`src/rtl/param_acc_cpu_if.sv`:
```
// param_acc_cpu_if: single-port memory bus between the accumulator CPU and its memory.
//   mem_rd/mem_wr : read / write request, held until an edge samples mem_ready=1
//   mem_addr      : request address
//   mem_wdata     : write data
//   mem_rdata     : read data, valid on the edge where mem_ready=1
//   mem_ready     : memory completes the pending request on this edge
interface param_acc_cpu_if #(
  parameter int unsigned DATA_W = 8,
  parameter int unsigned ADDR_W = 4
);
  logic              mem_rd;
  logic              mem_wr;
  logic [ADDR_W-1:0] mem_addr;
  logic [DATA_W-1:0] mem_wdata;
  logic [DATA_W-1:0] mem_rdata;
  logic              mem_ready;

  modport master (
    output mem_rd, mem_wr, mem_addr, mem_wdata,
    input  mem_rdata, mem_ready
  );

  modport slave (
    input  mem_rd, mem_wr, mem_addr, mem_wdata,
    output mem_rdata, mem_ready
  );
endinterface

```
`src/rtl/param_acc_cpu.sv`:
```
// param_acc_cpu: parametrised accumulator CPU with ready-handshaked memory,
// carry flag, unconditional jump and halt.
//   clk     : clock, all state changes on the rising edge
//   clr     : asynchronous active-low reset
//   mem     : memory bus (master side), see param_acc_cpu_if
//   ac_out  : accumulator
//   pc_out  : program counter
//   carry   : carry flag
//   halted  : high while in HALT
module param_acc_cpu #(
  parameter int unsigned DATA_W = 8,
  parameter int unsigned ADDR_W = 4
) (
  input  logic              clk,
  input  logic              clr,
  param_acc_cpu_if.master   mem,
  output logic [DATA_W-1:0] ac_out,
  output logic [ADDR_W-1:0] pc_out,
  output logic              carry,
  output logic              halted
);
  localparam int unsigned OP_W  = 3;
  localparam int unsigned SUM_W = DATA_W + 1;

  localparam logic [OP_W-1:0] OP_ADD   = 3'd0;
  localparam logic [OP_W-1:0] OP_ASHL  = 3'd1;
  localparam logic [OP_W-1:0] OP_XNOR  = 3'd2;
  localparam logic [OP_W-1:0] OP_DIV2  = 3'd3;
  localparam logic [OP_W-1:0] OP_LOAD  = 3'd4;
  localparam logic [OP_W-1:0] OP_STORE = 3'd5;
  localparam logic [OP_W-1:0] OP_COMP  = 3'd6;
  localparam logic [OP_W-1:0] OP_JMPH  = 3'd7;

  typedef enum logic [2:0] {T0, T1, T2, T3, T4, T5, HALT} stateT;

  stateT             stateQ, stateD;
  logic [ADDR_W-1:0] pcQ, pcD, arQ, arD;
  logic [DATA_W-1:0] irQ, irD, drQ, drD, acQ, acD;
  logic              carryQ, carryD;
  logic              rdQ, rdD, wrQ, wrD, haltedQ, haltedD;
  logic              indirect;
  logic [OP_W-1:0]   opcode;

  assign indirect = irQ[DATA_W-1];
  assign opcode   = irQ[DATA_W-2 -: OP_W];

  // Next state, datapath updates and next-cycle request lines
  always_comb begin
    stateD  = stateQ;
    pcD     = pcQ;
    arD     = arQ;
    irD     = irQ;
    drD     = drQ;
    acD     = acQ;
    carryD  = carryQ;

    case (stateQ)
      T0: begin
        arD    = pcQ;
        stateD = T1;
      end
      T1: begin
        if (mem.mem_ready) begin
          irD    = mem.mem_rdata;
          pcD    = pcQ + ADDR_W'(1);
          stateD = T2;
        end
      end
      T2: begin
        arD    = irQ[ADDR_W-1:0];
        stateD = T3;
      end
      T3: begin
        if (opcode == OP_JMPH) begin
          if (indirect) begin
            stateD = HALT;
          end else begin
            pcD    = arQ;
            stateD = T0;
          end
        end else if (indirect) begin
          if (mem.mem_ready) begin
            arD    = mem.mem_rdata[ADDR_W-1:0];
            stateD = T4;
          end
        end else begin
          stateD = T4;
        end
      end
      T4: begin
        if (mem.mem_ready) begin
          if (opcode == OP_STORE) begin
            stateD = T0;
          end else begin
            drD    = mem.mem_rdata;
            stateD = T5;
          end
        end
      end
      T5: begin
        case (opcode)
          OP_ADD:  {carryD, acD} = SUM_W'(acQ) + SUM_W'(drQ);
          OP_ASHL: begin
            carryD = acQ[DATA_W-1];
            acD    = {acQ[DATA_W-2:0], 1'b0};
          end
          OP_XNOR: acD = ~(acQ ^ drQ);
          OP_DIV2: begin
            carryD = acQ[0];
            acD    = {acQ[DATA_W-1], acQ[DATA_W-1:1]};
          end
          OP_LOAD: acD = drQ;
          OP_COMP: acD = ~drQ + DATA_W'(1);
          default: acD = acQ;
        endcase
        stateD = T0;
      end
      HALT:    stateD = HALT;
      default: stateD = T0;
    endcase

    // Requests are registered, so they are decoded from the state being entered
    rdD     = (stateD == T1) ||
              ((stateD == T3) && indirect && (opcode != OP_JMPH)) ||
              ((stateD == T4) && (opcode != OP_STORE));
    wrD     = (stateD == T4) && (opcode == OP_STORE);
    haltedD = (stateD == HALT);
  end

  // State and datapath registers
  always_ff @(posedge clk or negedge clr) begin
    if (!clr) begin
      stateQ  <= T0;
      pcQ     <= '0;
      arQ     <= '0;
      irQ     <= '0;
      drQ     <= '0;
      acQ     <= '0;
      carryQ  <= 1'b0;
      rdQ     <= 1'b0;
      wrQ     <= 1'b0;
      haltedQ <= 1'b0;
    end else begin
      stateQ  <= stateD;
      pcQ     <= pcD;
      arQ     <= arD;
      irQ     <= irD;
      drQ     <= drD;
      acQ     <= acD;
      carryQ  <= carryD;
      rdQ     <= rdD;
      wrQ     <= wrD;
      haltedQ <= haltedD;
    end
  end

  assign mem.mem_rd    = rdQ;
  assign mem.mem_wr    = wrQ;
  assign mem.mem_addr  = arQ;
  assign mem.mem_wdata = acQ;
  assign ac_out        = acQ;
  assign pc_out        = pcQ;
  assign carry         = carryQ;
  assign halted        = haltedQ;
endmodule

```
`src/flat_wrapper.sv`:
```
// flat-port wrapper written by rule: the top's interface ports become plain ports
module param_acc_cpu_flat 
#(
  parameter int unsigned DATA_W = 8,
  parameter int unsigned ADDR_W = 4
)
  (clk, clr, ac_out, pc_out, carry, halted, mem_mem_rd, mem_mem_wr, mem_mem_addr, mem_mem_wdata, mem_mem_rdata, mem_mem_ready);
  param_acc_cpu_if #(.DATA_W(DATA_W), .ADDR_W(ADDR_W)) mem_i ();
  input  logic clk;
  input  logic clr;
  output logic [DATA_W-1:0] ac_out;
  output logic [ADDR_W-1:0] pc_out;
  output logic carry;
  output logic halted;
  output wire logic [$bits(mem_i.mem_rd)-1:0] mem_mem_rd;
  output wire logic [$bits(mem_i.mem_wr)-1:0] mem_mem_wr;
  output wire logic [$bits(mem_i.mem_addr)-1:0] mem_mem_addr;
  output wire logic [$bits(mem_i.mem_wdata)-1:0] mem_mem_wdata;
  input wire logic [$bits(mem_i.mem_rdata)-1:0] mem_mem_rdata;
  input wire logic [$bits(mem_i.mem_ready)-1:0] mem_mem_ready;
  assign mem_mem_rd = mem_i.mem_rd;
  assign mem_mem_wr = mem_i.mem_wr;
  assign mem_mem_addr = mem_i.mem_addr;
  assign mem_mem_wdata = mem_i.mem_wdata;
  assign mem_i.mem_rdata = mem_mem_rdata;
  assign mem_i.mem_ready = mem_mem_ready;
  param_acc_cpu #(.DATA_W(DATA_W), .ADDR_W(ADDR_W)) u_core (.clk(clk), .clr(clr), .mem(mem_i), .ac_out(ac_out), .pc_out(pc_out), .carry(carry), .halted(halted));
endmodule
```
`config.mk`:
```
export PLATFORM = sky130hd
export DESIGN_NAME = param_acc_cpu_flat
export DESIGN_NICKNAME = d
export VERILOG_FILES = /design/src/rtl/param_acc_cpu_if.sv /design/src/rtl/param_acc_cpu.sv /design/src/flat_wrapper.sv
export SDC_FILE = /design/constraint.sdc
export NUM_CORES = 1
export LEC_CHECK = 0
export ABC_AREA = 1
export BUFFER_PORTS_ARGS = -buffer_cell sky130_fd_sc_hd__buf_4
export CORE_ASPECT_RATIO = 0.7
export CORE_MARGIN = 3
export CORE_UTILIZATION = 45
export CTS_BUF_LIST = sky130_fd_sc_hd__clkbuf_4
export CTS_CLUSTER_SIZE = 10
export DETAILED_ROUTE_END_ITERATION = 6
export PLACE_DENSITY = 0.72
export SYNTH_ARGS = -nofsm -noshare
export SYNTH_HDL_FRONTEND = slang
export SYNTH_SLANG_ARGS = --single-unit
```
`constraint.sdc`:
```
create_clock -name clk -period 1.75 [get_ports clk]
set_input_delay 0.175 -clock clk [delete_from_list [all_inputs] [get_ports clk]]
set_output_delay 0.175 -clock clk [all_outputs]
set_load 0.01 [all_outputs]
```
==> summary.md, run 1 <==
| Metric | Value |
|---|---|
| Status | finished clean |
| Syn Area/Cell | 6.85 sq um |
| I/O Buffers | 38 |
| Avg WL per Cell | 13.9 um |
| Site Rows | 23 |
| CP Launch Point | u_core.ac_out[5] |
| Root buffer cell | clkbuf_4 |
| DR top layer | met4 |
| Critical path peak fanout | 5 |
| Worst path required time | 2.03 ns |
| Post-Syn Instances | 404 |
| Commonest non-fill, non-tap cells in the layout | nand2_1 (105), inv_1 (55), buf_4 (53), nor2_1 (43) |
| Crit Path Class | reg -> reg |
| Synth area leaders | dfrtp_1 (35%), nand2_1 (14%), inv_1 (7.7%) |
| Met3 WL | 489 um |
| Final ANT Viol Nets | 0 |
| Drt first pass iters | 5 |
| Synth-to-layout area growth | 19.8% |
| Share of cells above drive strength 1 | 21.6% |
| Top cell type's share of synthesized area | 35.3% |
| First-pass GRT wire length | 12300 um |
| Congestion Overflow GR | 0 |
| Die height | 71.6 um |
| Top_reg_cell synth | dfrtp_1 |
| Yosys reg bits | 39 |
| Initial Util | 47.4% |
| Die area | 7140 sq um |
| H-tree depth | 2 |
| Final min period | 1.68 ns |
| M1 wire length | 3750 um |
| Non-filler instance count after layout | 529 |
| Register area share after synthesis | 35.3% |
| Max-cap violations | 0 |
| CTS tree | yes |
| Initial antenna violation count | 0 |
| Final setup viols | 0 |
| Startpoint Class | register |
| Final wirelength | 7370 um |
| Fin crit share | 95.9% |
| Vias | 2757 |
| Leak | 1.72 nW |
| Placed cells | 519 |
| CP Capture Type | register |
| Hold crit path type | in -> reg |
| Clk_skew | 0.0160 ns |
| Area of the mapped netlist | 2770 sq um |
| Worst EP arrival | 1.96 ns |
| Clk Latency, worst-skew pair | 0.36 ns |
| Post-synth top area cell | dfrtp_1 |
| Cell variety after synth | 33 |
| Syn Nets | 426 |
| Crit path to | u_core.ac_out[6] |
| Maximum VDD drop | 0.776 mV |
| Via/cell ratio | 5.21 |
| Worst R2R End | u_core.ac_out[6] |
| Number of nets in the layout | 475 |
| Slew HR | 64.0% |
| Diodes inserted | 0 |
| RD Place Congestion | 0.936 |
| Top Ports | 39 |
| Final slew viol count | 0 |
| Yosys warnings | 0 |
| Reg2reg start | u_core.ac_out[5] |
| Asr flop ratio synth | 100% |
| CTS Buf Count | 5 |
| EDFF count, synth | 0 |
| Clock Sinks | 39 |
| Dpl cell area | 3180 sq um |
| Total GRT Usage | 21.6% |
| Largest net degree at the start of global routing | 40 |
| R2r setup slk | 0.07 ns |
| Number of global-route vias before repair | 2532 |
| Commonest non-fill, non-tap cell in the layout | nand2_1 |
| Dpl hpwl | 5580 um |
| Worst Reg-to-Reg Cells | 9 |
| 1st-iter DRT viols | 246 |
| DRC Markers | 0 |
| Fin. Hold Viols | 0 |
| Worst-Margin Slew | 0.536 ns |
| Fmax | 0.596 GHz |
| Width of the die | 99.7 um |
| Core area | 5840 sq um |
| Met2 wire length | 3090 um |
| Clk slew on worst S/H paths | 0.14 ns |
| Pwr dens | 1960 nW/um^2 |
| CTS Buffer Depth | 2 |
| Design Area, Final | 3310 sq um |
| RSZ-0062 raised after global routing | true |
## per-layer routing
layer  vias to the layer above  GRT usage [%]
met5                         -              0
met4                         0           3.94
met3                         4           3.50
met2                       105           31.5
met1                      1262           33.8
li1                       1386              -
## cell families (layout without fill, tap and decap cells)
group,count (synthesis),after routing,synth area share (%)
and+or+nand+nor,207,207,33.3
buffers and inverters,76,126,11.8
AOI/OAI and AO/OA,69,69,13.7
DFF,39,39,35.3
adders and majority gates,11,11,5.25
xor gates and xnor gates,2,2,0.633
## critical path, stage by stage, from the launching register on
cell     delay, ns
dfrtp_1       0.43
ha_2          0.39
nand2_1       0.06
inv_1         0.11
nand2_1       0.17
nand4_1       0.14
nand2_1       0.06
nor2_1        0.08
nor2_1        0.05
nor2_1        0.11
## worst min-delay path by stage
stage,cells after the start,slack (ns),start,endpoint
finish,3,0.08,mem_mem_rdata[0],u_core.mem.mem_addr[0]
global route,3,0.07,mem_mem_rdata[3],u_core.mem.mem_addr[3]
CTS,3,0.07,mem_mem_rdata[0],u_core.mem.mem_addr[0]
detailed placement,1,0.18,clr,u_core.mem.mem_rd
global placement,1,0.19,clr,u_core.mem.mem_rd
floorplan,0,-0.12,clr,u_core.ac_out[0]
## final cells by class
cell class,count,area [sq um]
repair buffers,55,428
clock buffers,5,37.5
flip-flops and latches,39,978
fillers,572,2530
inverters,63,236
multi-input cells,289,1520
clock inverters,3,20.0
well taps,75,93.8
## synthesized netlist by cell type, drive strengths merged, types with 2 or more instances
cell type and count:
a21oi 14, a22oi 4, a31oi 3, buf 13, dfrtp 39, ha 10
inv 62, nand2 110, nand3 36, nand4 6, nor2 50, nor3 3
o211ai 2, o21ai 41, o22ai 3, xor2 2
## timing repair
action | in CTS | in global routing
buffers inserted | 0 | 1
endpoints found under the setup margin | 0 | 7
resized for setup | 0 | 16
hold buffers | 1 | 0
hold endpoints to repair | 39 | 0
## sequential cells by signal, summed over array words and instances (netlist names)
name,flops
u_core.drQ,8
u_core.stateQ,3
u_core.carry,1
u_core.mem.mem_addr,4
u_core.mem.mem_rd,1
u_core.halted,1
u_core.irQ,8
u_core.pc_out,4
u_core.mem.mem_wr,1
u_core.ac_out,8
## stage by stage
step                power (mW)  worst slack (ns)  util, %  setup TNS, ns  hold slack [ns]
finish                    6.49            0.0715     56.7              0           0.0785
global route              7.15           -0.0612     56.7         -0.108           0.0701
CTS                       6.30            0.0142     55.6              0           0.0690
detailed placement        5.79            0.0737     54.4              0            0.183
global placement          5.66             0.121     54.4              0            0.189
floorplan                 4.48             0.108        -              0           -0.121
## power by group
group / switching [mW] / internal [mW]
logic: 2.53 / 1.68
registers: 0.469 / 1.32
clock network: 0.339 / 0.154
total: 3.34 / 3.16
Note: power is estimated with default switching activity, not from simulation.
==> run 2: changes to the inputs <==
--- a/config.mk
+++ b/config.mk
@@ -14,6 +14,7 @@
 export CTS_CLUSTER_SIZE = 10
 export DETAILED_ROUTE_END_ITERATION = 6
 export PLACE_DENSITY = 0.72
+export SETUP_SLACK_MARGIN = 0.4
 export SYNTH_ARGS = -nofsm -noshare
 export SYNTH_HDL_FRONTEND = slang
 export SYNTH_SLANG_ARGS = --single-unit
==> summary.md, run 2 (same netlist as run 1, synthesis figures left out) <==
| Metric | Value |
|---|---|
| Status | finished clean (unchanged) |
| Initial antenna violation count | 0 (unchanged) |
| Power after layout | 8.21 mW (was 6.49 mW) |
| Clk Latency, worst-skew pair | 0.36 ns (about the same) |
| Number of nets in the layout | 506 (was 475) |
| DRC Markers | 0 (unchanged) |
| Startpoint Class | register (unchanged) |
| Top Ports | 39 (unchanged) |
| Final slew viol count | 0 (unchanged) |
| Root buffer cell | clkbuf_4 (unchanged) |
| Delay-heaviest family, CP | simple AND/OR/NAND/NOR gates (unchanged) |
| FF/Latch Area | 990 sq um (was 978 sq um) |
| Vias | 3095 (was 2757) |
| Commonest non-fill, non-tap cells in the layout | nand2_1 (96), buf_4 (72), inv_1 (47), nor2_1 (32), dfrtp_1 (28) (was nand2_1 (105), inv_1 (55), buf_4 (53), nor2_1 (43)) |
| Most used cell, CP | nand2_1 |
| I/O Buffers | 38 (unchanged) |
| 1st-iter DRT viols | 524 (was 246) |
| Site Rows | 23 (unchanged) |
| Max incr delay on CP | 0.47 ns (was 0.43 ns) |
| Fin. Hold Viols | 0 (unchanged) |
| CTS tree | yes (unchanged) |
| Pwr dens | 2060 nW/um^2 (was 1960 nW/um^2) |
| Maximum VDD drop | 1.00 mV (was 0.776 mV) |
| Fin crit share | 93.4% (was 95.9%) |
| # fillers | 443 (was 572) |
| Final min period | 1.64 ns (was 1.68 ns) |
| Reg2reg start | u_core.drQ[0] (was u_core.ac_out[5]) |
| Congestion Overflow GR | 0 (unchanged) |
| Final wirelength | 9410 um (was 7370 um) |
| RSZ-0062 raised after global routing | true (unchanged) |
| Number of global-route vias before repair | 2616 (was 2532) |
| Width of the die | 99.7 um (unchanged) |
| Critical path peak fanout | 5 (unchanged) |
| GR peak layer | met1 (unchanged) |
| Final Util | 68.3% (was 56.7%) |
| Hold Path Origin | mem_mem_rdata[6] (was mem_mem_rdata[0]) |
| Critical path depth | 8 (was 9) |
| CTS Buf Count | 5 (unchanged) |
| CTS Buffer Depth | 2 (unchanged) |
| Via/cell ratio | 5.53 (was 5.21) |
| Setup TNS | 0 ns (unchanged) |
| Commonest non-fill, non-tap cell in the layout | nand2_1 (unchanged) |
| Worst EP arrival | 1.93 ns (was 1.96 ns) |
| Slew HR | 64.1% (was 64.0%) |
| Met3 Use GR | 6.23% (was 3.50%) |
| RD Place Congestion | 0.961 (was 0.936) |
| Max-cap violations | 0 (unchanged) |
| CP bufs+invs | 1 (unchanged) |
| Final setup viols | 0 (unchanged) |
| Placed cells | 519 (unchanged) |
| Met1 Use GR | 38.0% (was 33.8%) |
| Leak | 1.96 nW (was 1.72 nW) |
| Die height | 71.6 um (unchanged) |
| Worst-Margin Slew | 0.539 ns (was 0.536 ns) |
| Total GRT Usage | 23.7% (was 21.6%) |
| Crit Path Class | reg -> reg (unchanged) |
| Slowest stage cell, crit path | dfrtp_2 (was dfrtp_1) |
| Fmax | 0.612 GHz (was 0.596 GHz) |
| Final ANT Viol Nets | 0 (unchanged) |
| Drt first pass iters | 5 (unchanged) |
| Hold Path Stages | 3 (unchanged) |
| Core area | 5840 sq um (unchanged) |
| Synth-to-layout area growth | 44.1% (was 19.8%) |
| Dpl hpwl | 5970 um (was 5580 um) |
| GR Util met2 | 32.7% (was 31.5%) |
| Worst Reg-to-Reg Cells | 8 (was 9) |
| Clock Sinks | 39 (unchanged) |
| Cells along the critical path | inv_1, ha_2, nand2_1, o21ai_0, nand3_1, nand3_2, nand2_1, nand2_1 (was ha_2, nand2_1, inv_1, nand2_1, nand4_1, nand2_1, nor2_1, nor2_1, nor2_1) |
| First-pass GRT wire length | 13500 um (was 12300 um) |
| Non-filler instance count after layout | 560 (was 529) |
| Footprint of the multi-input gates | 1850 sq um (was 1520 sq um) |
| Die area | 7140 sq um (unchanged) |
| CP Launch Point | u_core.drQ[0] (was u_core.ac_out[5]) |
| CP Capture Type | register (unchanged) |
| Initial Util | 47.4% (unchanged) |
| H-tree depth | 2 (unchanged) |
| Worst path required time | 2.04 ns (was 2.03 ns) |
| Clk_skew | 0.0214 ns (was 0.0160 ns) |
| Clk slew on worst S/H paths | 0.13 ns (was 0.14 ns) |
| Hold crit path type | in -> reg (unchanged) |
| Avg WL per Cell | 16.8 um (was 13.9 um) |
| Largest net degree at the start of global routing | 40 (unchanged) |
| Diodes inserted | 0 (unchanged) |
| Share of cells above drive strength 1 | 39.0% (was 21.6%) |
## run 2: cell types whose count changed in the layout (fill, tap and decap cells not counted), moves of 8 or more
| cell | before | now |
|---|---|---|
| nand3_1 | 32 | 23 |
| dfrtp_1 | 37 | 28 |
| nor2_4 | 4 | 13 |
| inv_1 | 55 | 47 |
| buf_6 | 0 | 10 |
| dfrtp_2 | 2 | 11 |
| o21ai_0 | 37 | 19 |
| buf_4 | 53 | 72 |
| o21ai_1 | 3 | 19 |
| nand2_1 | 105 | 96 |
| nor2_1 | 43 | 32 |
## run 2: worst reg2reg max path: cells and delay by family (launching register included)
kind	cells	cell delay (ns)
AOI/OAI and AO/OA	1	0.20
adders and majority gates	1	0.29
and+or+nand+nor	5	0.48
DFF	1	0.47
buffers and inverters	1	0.16
## run 2: final cells by class
class	instances	share of cell area [%]
Clock buffer	5	0.941
Clock inverter	3	1.16
Inverter	63	6.18
Multi-Input combinational cell	289	46.4
Sequential cell	39	24.8
Tap cell	75	2.35
Timing Repair Buffer	86	18.1
## run 2: where the power goes
part           switching, mW  leakage, nW  total [mW]  internal [mW]
Clock                  0.349       0.0418       0.654          0.306
Combinational           3.15         1.44        5.59           2.44
Sequential             0.621        0.471        1.96           1.34
Total                   4.12         1.96        8.21           4.09
## run 2: layer usage
metal / wire [um] / vias to the layer above
li1: - / 1457
met1: 4190 / 1427
met2: 3990 / 184
met3: 1050 / 27
met4: 182 / 0
met5: 0 / -
## run 2: stage by stage
step	setup WS, ns	cell area, sq um	hold WS (ns)
after floorplan	0.234	2850	-0.121
after detailed placement	0.121	3250	0.192
after CTS	0.202	3590	0.0696
final	0.115	3990	0.0805
after global routing	0.0713	3990	0.0628
after global placement	0.166	3250	0.191
## run 2: path summary, 6_finish.rpt
path | to | slack [ns]
max | u_core.ac_out[4] | 0.11
min | u_core.drQ[6] | 0.08
max reg2reg | u_core.ac_out[4] | 0.11
min reg2reg | u_core.irQ[0] | 0.53
max in group asynchronous | u_core.drQ[1] | 1.02
min in group asynchronous | u_core.mem.mem_addr[3] | 0.32
## run 2: what timing repair did
item / CTS / global route
buffers inserted: 18 / 13
endpoints found under the setup margin: 30 / 27
cloned: 0 / 1
pin swaps: 15 / 23
hold buffers: 1 / 0
gates resized for setup: 35 / 82
hold endpoints to repair: 39 / 0
==> run 3: changes to the inputs <==
==> constraint.sdc (replaced) <==
create_clock -name clk -period 1.99 [get_ports clk]
set_input_delay 0.199 -clock clk [delete_from_list [all_inputs] [get_ports clk]]
set_output_delay 0.199 -clock clk [all_outputs]
set_load 0.01 [all_outputs]
==> summary.md, run 3 (same netlist as run 1, synthesis figures left out) <==
| Metric | Value |
|---|---|
| Top Ports | 39 (unchanged) |
| CTS Buf Count | 5 (unchanged) |
| Drt first pass iters | 7 (was 5) |
| Slowest stage cell, crit path | dfrtp_2 (unchanged) |
| I/O Buffers | 38 (unchanged) |
| Fin crit share | 81.1% (was 93.4%) |
| 1st-iter DRT viols | 217 (was 524) |
| Final ANT Viol Nets | 0 (unchanged) |
| Die area | 7140 sq um (unchanged) |
| Final setup viols | 0 (unchanged) |
| Fin. Hold Viols | 0 (unchanged) |
| Max incr delay on CP | 0.43 ns (was 0.47 ns) |
| Root buffer cell | clkbuf_4 (unchanged) |
| Dpl cell area | 3080 sq um (was 3250 sq um) |
| Width of the die | 99.7 um (unchanged) |
| Cells along the critical path | ha_4, inv_2, fa_2, inv_2, nand3_4, a31oi_4, nor2_1, nor2_1, nor2_1 (was inv_1, ha_2, nand2_1, o21ai_0, nand3_1, nand3_2, nand2_1, nand2_1) |
| Number of global-route vias before repair | 2501 (was 2616) |
| CP bufs+invs | 2 (was 1) |
| RSZ-0062 raised after global routing | true (unchanged) |
| Maximum VDD drop | 0.693 mV (was 1.00 mV) |
| Initial antenna violation count | 0 (unchanged) |
| Final wirelength | 7620 um (was 9410 um) |
| Status | finished, violations left (was finished clean) |
| Final slew viol count | 0 (unchanged) |
| Commonest non-fill, non-tap cells in the layout | nand2_1 (101), buf_4 (62), inv_1 (48), nor2_1 (40), o21ai_0 (37) (was nand2_1 (96), buf_4 (72), inv_1 (47), nor2_1 (32), dfrtp_1 (28)) |
| Synth-to-layout area growth | 28.4% (was 44.1%) |
| Diodes inserted | 0 (unchanged) |
| RD Place Congestion | 0.965 (was 0.961) |
| Leak | 1.78 nW (was 1.96 nW) |
| Hold crit path type | in -> reg (unchanged) |
| Share of cells above drive strength 1 | 30.7% (was 39.0%) |
| DRC Markers | 1 (was 0) |
| Pwr dens | 1800 nW/um^2 (was 2060 nW/um^2) |
| Worst-Margin Slew | 0.565 ns (was 0.539 ns) |
| Design Area, Final | 3550 sq um (was 3990 sq um) |
| Via/cell ratio | 5.35 (was 5.53) |
| Die height | 71.6 um (unchanged) |
| H-tree depth | 2 (unchanged) |
| Avg WL per Cell | 14.2 um (was 16.8 um) |
| CTS tree | yes (unchanged) |
| Vias | 2873 (was 3095) |
| CP Capture Type | register (unchanged) |
| Critical path peak fanout | 3 (was 5) |
| Site Rows | 23 (unchanged) |
| Clock Sinks | 39 (unchanged) |
| CTS Buffer Depth | 2 (unchanged) |
| Commonest non-fill, non-tap cell in the layout | nand2_1 (unchanged) |
| Max-cap violations | 0 (unchanged) |
| First-pass GRT wire length | 12400 um (was 13500 um) |
| Number of nets in the layout | 483 (was 506) |
| Placed cells | 507 (was 519) |
| Clk_skew | 0.0113 ns (was 0.0214 ns) |
| Largest net degree at the start of global routing | 40 (unchanged) |
| Worst EP arrival | 1.87 ns (was 1.93 ns) |
| Clk Latency, worst-skew pair | 0.35 ns (was 0.36 ns) |
| Failing checks | DRC |
| Final min period | 1.61 ns (was 1.64 ns) |
| Total GRT Usage | 21.6% (was 23.7%) |
| Slew HR | 62.1% (was 64.1%) |
| Fmax | 0.620 GHz (was 0.612 GHz) |
| Delay-heaviest family, CP | adder cells (was simple AND/OR/NAND/NOR gates) |
| Setup TNS | 0 ns (unchanged) |
| Non-filler instance count after layout | 537 (was 560) |
| Core area | 5840 sq um (unchanged) |
| Startpoint Class | register (unchanged) |
| Dpl hpwl | 5360 um (was 5970 um) |
| Initial Util | 47.4% (unchanged) |
| Most used cell, CP | nor2_1 (was nand2_1) |
| Clk slew on worst S/H paths | 0.14 ns (was 0.13 ns) |
| Minimum hold slack | 0.112 ns (was 0.0805 ns) |
| Worst path required time | 2.24 ns (was 2.04 ns) |
| Crit Path Class | reg -> reg (unchanged) |
| Congestion Overflow GR | 0 (unchanged) |
==> run 3: repair_timing <==
action / 4_1_cts / 5_1_grt
pin swaps: 4 / 9
buffers inserted: 5 / 16
endpoints found under the setup margin: 4 / 22
resized for setup: 12 / 41
gates cloned: 0 / 0
hold endpoints to repair: 39 / 0
hold buffers: 1 / 0
==> run 3: worst min-delay path, stage by stage <==
cell and delay [ns]:
buf_4 0.11, nand2_1 0.05, a31oi_1 0.07
==> run 3: worst paths after layout <==
path / slack [ns] / depth (start not counted) / startpoint / to
setup reg to reg: 0.38 / 9 / u_core.ac_out[0] / u_core.ac_out[6]
hold / removal: 0.11 / 3 / mem_mem_rdata[0] / u_core.mem.mem_addr[0]
hold reg to reg: 0.51 / 2 / u_core.irQ[1] / u_core.irQ[1]
max in group asynchronous: 1.24 / 2 / clr / u_core.drQ[4]
setup / recovery: 0.38 / 9 / u_core.ac_out[0] / u_core.ac_out[6]
min in group asynchronous: 0.37 / 2 / clr / u_core.ac_out[5]
==> run 3: cell type report <==
class                   count  area [sq um]
inverters                  63           236
fillers                   521          2290
repair buffers             63           475
multi-input cells         289          1650
clock inverters             3          67.6
flip-flops and latches     39           995
clock buffers               5          37.5
well taps                  75          93.8
==> run 3: per-stage QoR <==
stage	power, mW	worst slack, ns	util [%]
floorplan	3.94	0.442	-
global placement	4.86	0.348	52.8
detailed placement	4.90	0.296	52.8
CTS	5.82	0.397	56.4
global route	6.96	0.309	60.8
finish	6.41	0.376	60.8
==> run 3: power breakdown <==
group          switching [mW]  total (mW)  internal, mW
logic                    2.30        4.04          1.74
registers               0.496        1.68          1.19
clock network           0.296       0.686         0.391
total                    3.09        6.41          3.31
==> run 3: routing by layer <==
metal  vias up  track usage [%]  wire length (um)
met5         -                0                 0
met4         0             4.24               109
met2       140             29.2              3050
li1       1409                -                 -
met3        18             4.18               612
met1      1306             35.2              3850
